`config.mk`:
```
export PLATFORM = sky130hd
export DESIGN_NAME = par2srl
export DESIGN_NICKNAME = d
export VERILOG_FILES = /design/src/rtl/par2srl.sv
export SDC_FILE = /design/constraint.sdc
export NUM_CORES = 1
export LEC_CHECK = 0
export CORE_MARGIN = 4
export CORE_UTILIZATION = 24
export DETAILED_ROUTE_END_ITERATION = 10
export PLACE_DENSITY = 0.57
export SYNTH_ARGS = -nofsm -noshare
export SYNTH_HDL_FRONTEND = slang
export SYNTH_SLANG_ARGS = --single-unit
```
`constraint.sdc`:
```
create_clock -name clk -period 1.53 [get_ports clk]
set_clock_uncertainty 0.1 [all_clocks]
set_input_delay 0.306 -clock clk [delete_from_list [all_inputs] [get_ports clk]]
set_output_delay 0.306 -clock clk [all_outputs]
set_load 0.01 [all_outputs]
```
`src/rtl/par2srl.sv`:
```
// par2srl: parallel-to-serial transmitter with valid/sof/eof frame markers; ports clk, rst, par/par_vld/par_rdy in, srl_en stall, srl/srl_vld/srl_sof/srl_eof out; `PAR2SRL_PARITY_EN appends an even-parity bit
module par2srl #(
  parameter int WIDTH = 4,
  parameter int MSB_FIRST = 0
) (
  input  logic             clk,
  input  logic             rst,
  input  logic [WIDTH-1:0] par,
  input  logic             par_vld,
  output logic             par_rdy,
  input  logic             srl_en,
  output logic             srl,
  output logic             srl_vld,
  output logic             srl_sof,
  output logic             srl_eof
);
`ifdef PAR2SRL_PARITY_EN
  localparam int L = WIDTH + 1;
`else
  localparam int L = WIDTH;
`endif
  localparam int CW = $clog2(L + 1);
  localparam logic [CW-1:0] LAST = CW'(L - 1);
  typedef enum logic {IDLE, SHIFT} state_t;
  state_t state_q, state_d;
  logic [CW-1:0] cnt_q, cnt_d, cnt_nx;
  logic [WIDTH-1:0] sr_q, sr_d;
  logic srl_d, vld_d, sof_d, eof_d, acc, last, nxt_bit;
  function automatic logic head(input logic [WIDTH-1:0] w);
    return MSB_FIRST != 0 ? w[WIDTH-1] : w[0];
  endfunction
  function automatic logic [WIDTH-1:0] adv(input logic [WIDTH-1:0] w);
    return MSB_FIRST != 0 ? w << 1 : w >> 1;
  endfunction
  assign last    = state_q == SHIFT && cnt_q == LAST;
  assign par_rdy = !rst && srl_en && (state_q == IDLE || last);
  assign acc     = par_vld && par_rdy;
  assign cnt_nx  = cnt_q + CW'(1);
`ifdef PAR2SRL_PARITY_EN
  logic pty_q;
  assign nxt_bit = cnt_nx == CW'(WIDTH) ? pty_q : head(sr_q);
  always_ff @(posedge clk)
    if (rst) pty_q <= 1'b0;
    else if (acc) pty_q <= ^par;
`else
  assign nxt_bit = head(sr_q);
`endif
  always_comb begin
    state_d = state_q;
    cnt_d   = cnt_q;
    sr_d    = sr_q;
    srl_d   = srl;
    vld_d   = srl_vld;
    sof_d   = srl_sof;
    eof_d   = srl_eof;
    if (acc) begin
      state_d = SHIFT;
      cnt_d   = '0;
      sr_d    = adv(par);
      srl_d   = head(par);
      vld_d   = 1'b1;
      sof_d   = 1'b1;
      eof_d   = 1'b0;
    end else if (srl_en && last) begin
      state_d = IDLE;
      cnt_d   = '0;
      srl_d   = 1'b0;
      vld_d   = 1'b0;
      sof_d   = 1'b0;
      eof_d   = 1'b0;
    end else if (srl_en && state_q == SHIFT) begin
      cnt_d   = cnt_nx;
      sr_d    = adv(sr_q);
      srl_d   = nxt_bit;
      sof_d   = 1'b0;
      eof_d   = cnt_nx == LAST;
    end
  end
  always_ff @(posedge clk)
    if (rst) begin
      state_q <= IDLE;
      cnt_q   <= '0;
      sr_q    <= '0;
      srl     <= 1'b0;
      srl_vld <= 1'b0;
      srl_sof <= 1'b0;
      srl_eof <= 1'b0;
    end else begin
      state_q <= state_d;
      cnt_q   <= cnt_d;
      sr_q    <= sr_d;
      srl     <= srl_d;
      srl_vld <= vld_d;
      srl_sof <= sof_d;
      srl_eof <= eof_d;
    end
endmodule

```
==> impl_metrics.json <==
{
  "clock_sink_count": 10,
  "yosysSeqAreaShare_pct": 38.4,
  "cts_buffer_count": 3,
  "synth_largest_type_area_fraction_pct": 38.4,
  "synth_compound_gate_area_share_pct": 16.5,
  "detail_route.first_pass.iterations": 2,
  "period_minus_slack_ns": 1.65,
  "post-synth-top-area-cell": "sky130_fd_sc_hd__dfxtp_1",
  "cts.root.buffer_cell": "sky130_fd_sc_hd__clkbuf_4",
  "mappedNetlistArea_sq_um": 522,
  "synth.most_common_cell": "sky130_fd_sc_hd__dfxtp_1",
  "power_frac_comb_pct": 20.3,
  "dpl.hpwl_um": 920,
  "finalNonFillerCells": 113,
  "ys_types": 28,
  "final_util_pct": 43.9,
  "initial_core_util_pct": 25.8,
  "synthCells": 58,
  "antenna_cells_inserted": 0,
  "core_area_sq_um": 2020,
  "nets": 98,
  "place_ws_ns": -0.422,
  "clk_pin_slew_worst_paths_ns": 0.07,
  "leftover_overflow_at_the_end_of_global_routing": 0,
  "max_slew.worst_pin.slew_ns": 0.323,
  "max-cap-violations": 0,
  "finalHoldViolations": 0,
  "detail-route-antenna-nets": 0,
  "die_area_sq_um": 2980,
  "post_drt_via_cell_ratio": 4.59,
  "report.power.total_mw": 0.659,
  "routed-via-count": 519,
  "portBuffers": 12,
  "synthTopCellsByArea": "sky130_fd_sc_hd__dfxtp_1, sky130_fd_sc_hd__ha_1, sky130_fd_sc_hd__a311oi_1",
  "placedCellCount": 103,
  "drt_drc_violations_left": 0,
  "grt_setup_unrepaired": "yes",
  "power.internal_mw": 0.493,
  "grt_util_all_layers_pct": 11.6,
  "grt_max_degree": 13,
  "ports_placed_on_the_boundary": 13,
  "clkLatencyLatePin_ns": 0.27,
  "synth-adder-area-share_pct": 7.19,
  "pwr_density_cell_nw_per_um2": 742,
  "antenna_violations_before_repair": 0,
  "post_cts_hold_buffer_count": 0,
  "tritoncts_clock_tree": "done",
  "first_pass_grt_wire_length_mm": 2.35,
  "end_kind": "flip-flop",
  "routabilityCongestion": 0.667,
  "drive_above_1_share_pct": 41.9,
  "worst-path-max-fanout": 5,
  "synth_mux_area_share_pct": 4.32,
  "drv_slew": 0,
  "outcome": "complete, but fails checks",
  "synth_top_cells_by_count": "sky130_fd_sc_hd__dfxtp_1, sky130_fd_sc_hd__nand2_1, sky130_fd_sc_hd__a311oi_1, sky130_fd_sc_hd__inv_1",
  "simple_gate_portion_of_the_synthesized_area_pct": 25.2,
  "power.switching_mw": 0.166,
  "synth.avg_cell_area_sq_um": 9.00,
  "clockPowerShare_pct": 37.0,
  "chipWidth_um": 54.6,
  "max-slew-margin-rel_pct": 78.2,
  "path_category_of_the_worst_min_delay_check": "reg -> reg",
  "synth_seq_cells": 10,
  "worst-setup-path-type": "reg -> reg",
  "avgRoutedWirePerCell_um": 12.4,
  "use_met2_pct": 20.7,
  "placement_rows": 16,
  "mappedNetlistNets": 69,
  "groute.layer.met3.usage_pct": 5.18,
  "syn_to_final_growth_pct": 70.3,
  "die_h_um": 54.6,
  "post_synth_edffs": 0,
  "timing.critical_path.required_ns": 1.60,
  "setup_total_negative_slack_ns": -0.678,
  "maximum_frequency_from_static_timing_analysis_ghz": 0.605,
  "timing.final.setup_violations": 8,
  "ir_drop_v": 0.000441,
  "failed_checks": "negative setup slack",
  "worst_ep_arrival_time_ns": 1.72,
  "power.share.switching_pct": 25.2,
  "critical_path.startpoint_type": "flip-flop",
  "finalCritPeriodShare_pct": 108,
  "number_of_global_route_vias_before_repair": 533,
  "htree_num_levels": 1,
  "layout_setup_ws_ns": -0.122,
  "ys_async_sr_fraction_pct": 0,
  "cts_max_path_buffers": 2,
  "power_leakage_nw": 0.356,
  "synth_top_family_by_area": "simple AND/OR/NAND/NOR gates",
  "synth.yosys.warnings": 0,
  "postSynth.topFlopCell": "sky130_fd_sc_hd__dfxtp_1",
  "detailed_route_iter0_violations": 10,
  "wl_mm": 1.40,
  "grt_most_used_layer": "met2",
  "power.share.sequential_pct": 42.7,
  "synth_xor_area_share_pct": 1.68,
  "grt_util_met1_pct": 11.0
}
[sequential cells by signal, indices dropped and copies added, names as in the netlist]
signal   count
sr_q         3
cnt_q        3
srl_eof      1
state_q      1
srl_sof      1
srl          1
[what timing repair did]
item / CTS / global route
resized for setup: 25 / 3
setup endpoints to repair: 14 / 11
setup buffers: 3 / 3
pin swaps: 12 / 2
[layout make-up]
| type | instances | area [sq um] |
|---|---|---|
| multi-input cells | 41 | 367 |
| fillers | 203 | 1130 |
| flip-flops and latches | 10 | 203 |
| clock buffers | 4 | 36.3 |
| repair buffers | 27 | 234 |
| well taps | 27 | 33.8 |
| inverters | 4 | 15.0 |
[stage by stage]
step	area [sq um]	hold slack [ns]
floorplan	524	0.341
global placement	726	0.347
detailed placement	726	0.348
CTS	852	0.367
global route	888	0.414
finish	888	0.379
[routing by layer]
| layer | wire (um) | part of all wire [%] |
|---|---|---|
| met2 | 665 | 48 |
| met5 | 0 | 0 |
| met1 | 636 | 46 |
| met3 | 72 | 5.2 |
| met4 | 22 | 1.6 |
[critical path, stage by stage (launching register included)]
cell and delay, ns:
sky130_fd_sc_hd__dfxtp_2 0.34, sky130_fd_sc_hd__ha_4 0.16, sky130_fd_sc_hd__ha_4 0.16, sky130_fd_sc_hd__buf_6 0.12, sky130_fd_sc_hd__mux2_4 0.25, sky130_fd_sc_hd__a21o_1 0.22
sky130_fd_sc_hd__a311oi_1 0.21
[power groups by stage]
| stage | clock [mW] | sequential (mW) | combinational (mW) |
|---|---|---|---|
| 2_1_floorplan | 0 | 0.288 | 0.0525 |
| 3_3_place_gp | 0 | 0.285 | 0.110 |
| 6_report | 0.244 | 0.281 | 0.134 |
| 3_5_place_dp | 0 | 0.285 | 0.111 |
| 4_1_cts | 0.254 | 0.281 | 0.125 |
| 5_1_grt | 0.265 | 0.283 | 0.144 |
[path summary, 6_finish.rpt]
check	start	cells past startpoint	to	slack (ns)
max	cnt_q[1]	6	cnt_q[1]	-0.12
min	srl_eof	2	srl_eof	0.38
max reg2reg	cnt_q[1]	6	cnt_q[1]	-0.12
min reg2reg	srl_eof	2	srl_eof	0.38
[cells by family after synthesis]
logic type	after synthesis
buffers and inverters	7
adder cells (fa/ha/maj)	3
AND/OR/NAND/NOR	23
AO/OA/AOI/OAI	12
XOR/XNOR	1
multiplexers	2
flip-flops	10
[cell usage in the layout (no fill, tap or decap), drive strengths merged]
master | synthesis | final
buf | 2 | 16
dfxtp | 10 | 10
clkdlybuf4s50 | 0 | 7
nand2 | 7 | 7
inv | 4 | 4
dlygate4sd2 | 0 | 4
a311oi | 4 | 4
clkbuf | 1 | 4
nor2 | 3 | 3
a21oi | 3 | 3
ha | 3 | 3
mux2 | 2 | 2
nand4 | 2 | 2
nor4 | 2 | 2
nand2b | 2 | 2
nor2b | 2 | 2
a22oi | 1 | 1
a21o | 1 | 1
and3b | 1 | 1
nor3b | 1 | 1
nand3 | 1 | 1
xnor2 | 1 | 1
a311o | 1 | 1
a31oi | 1 | 1
o21ai | 1 | 1
nand4b | 1 | 1
nand3b | 1 | 1
(Power assumes the default switching activity.)
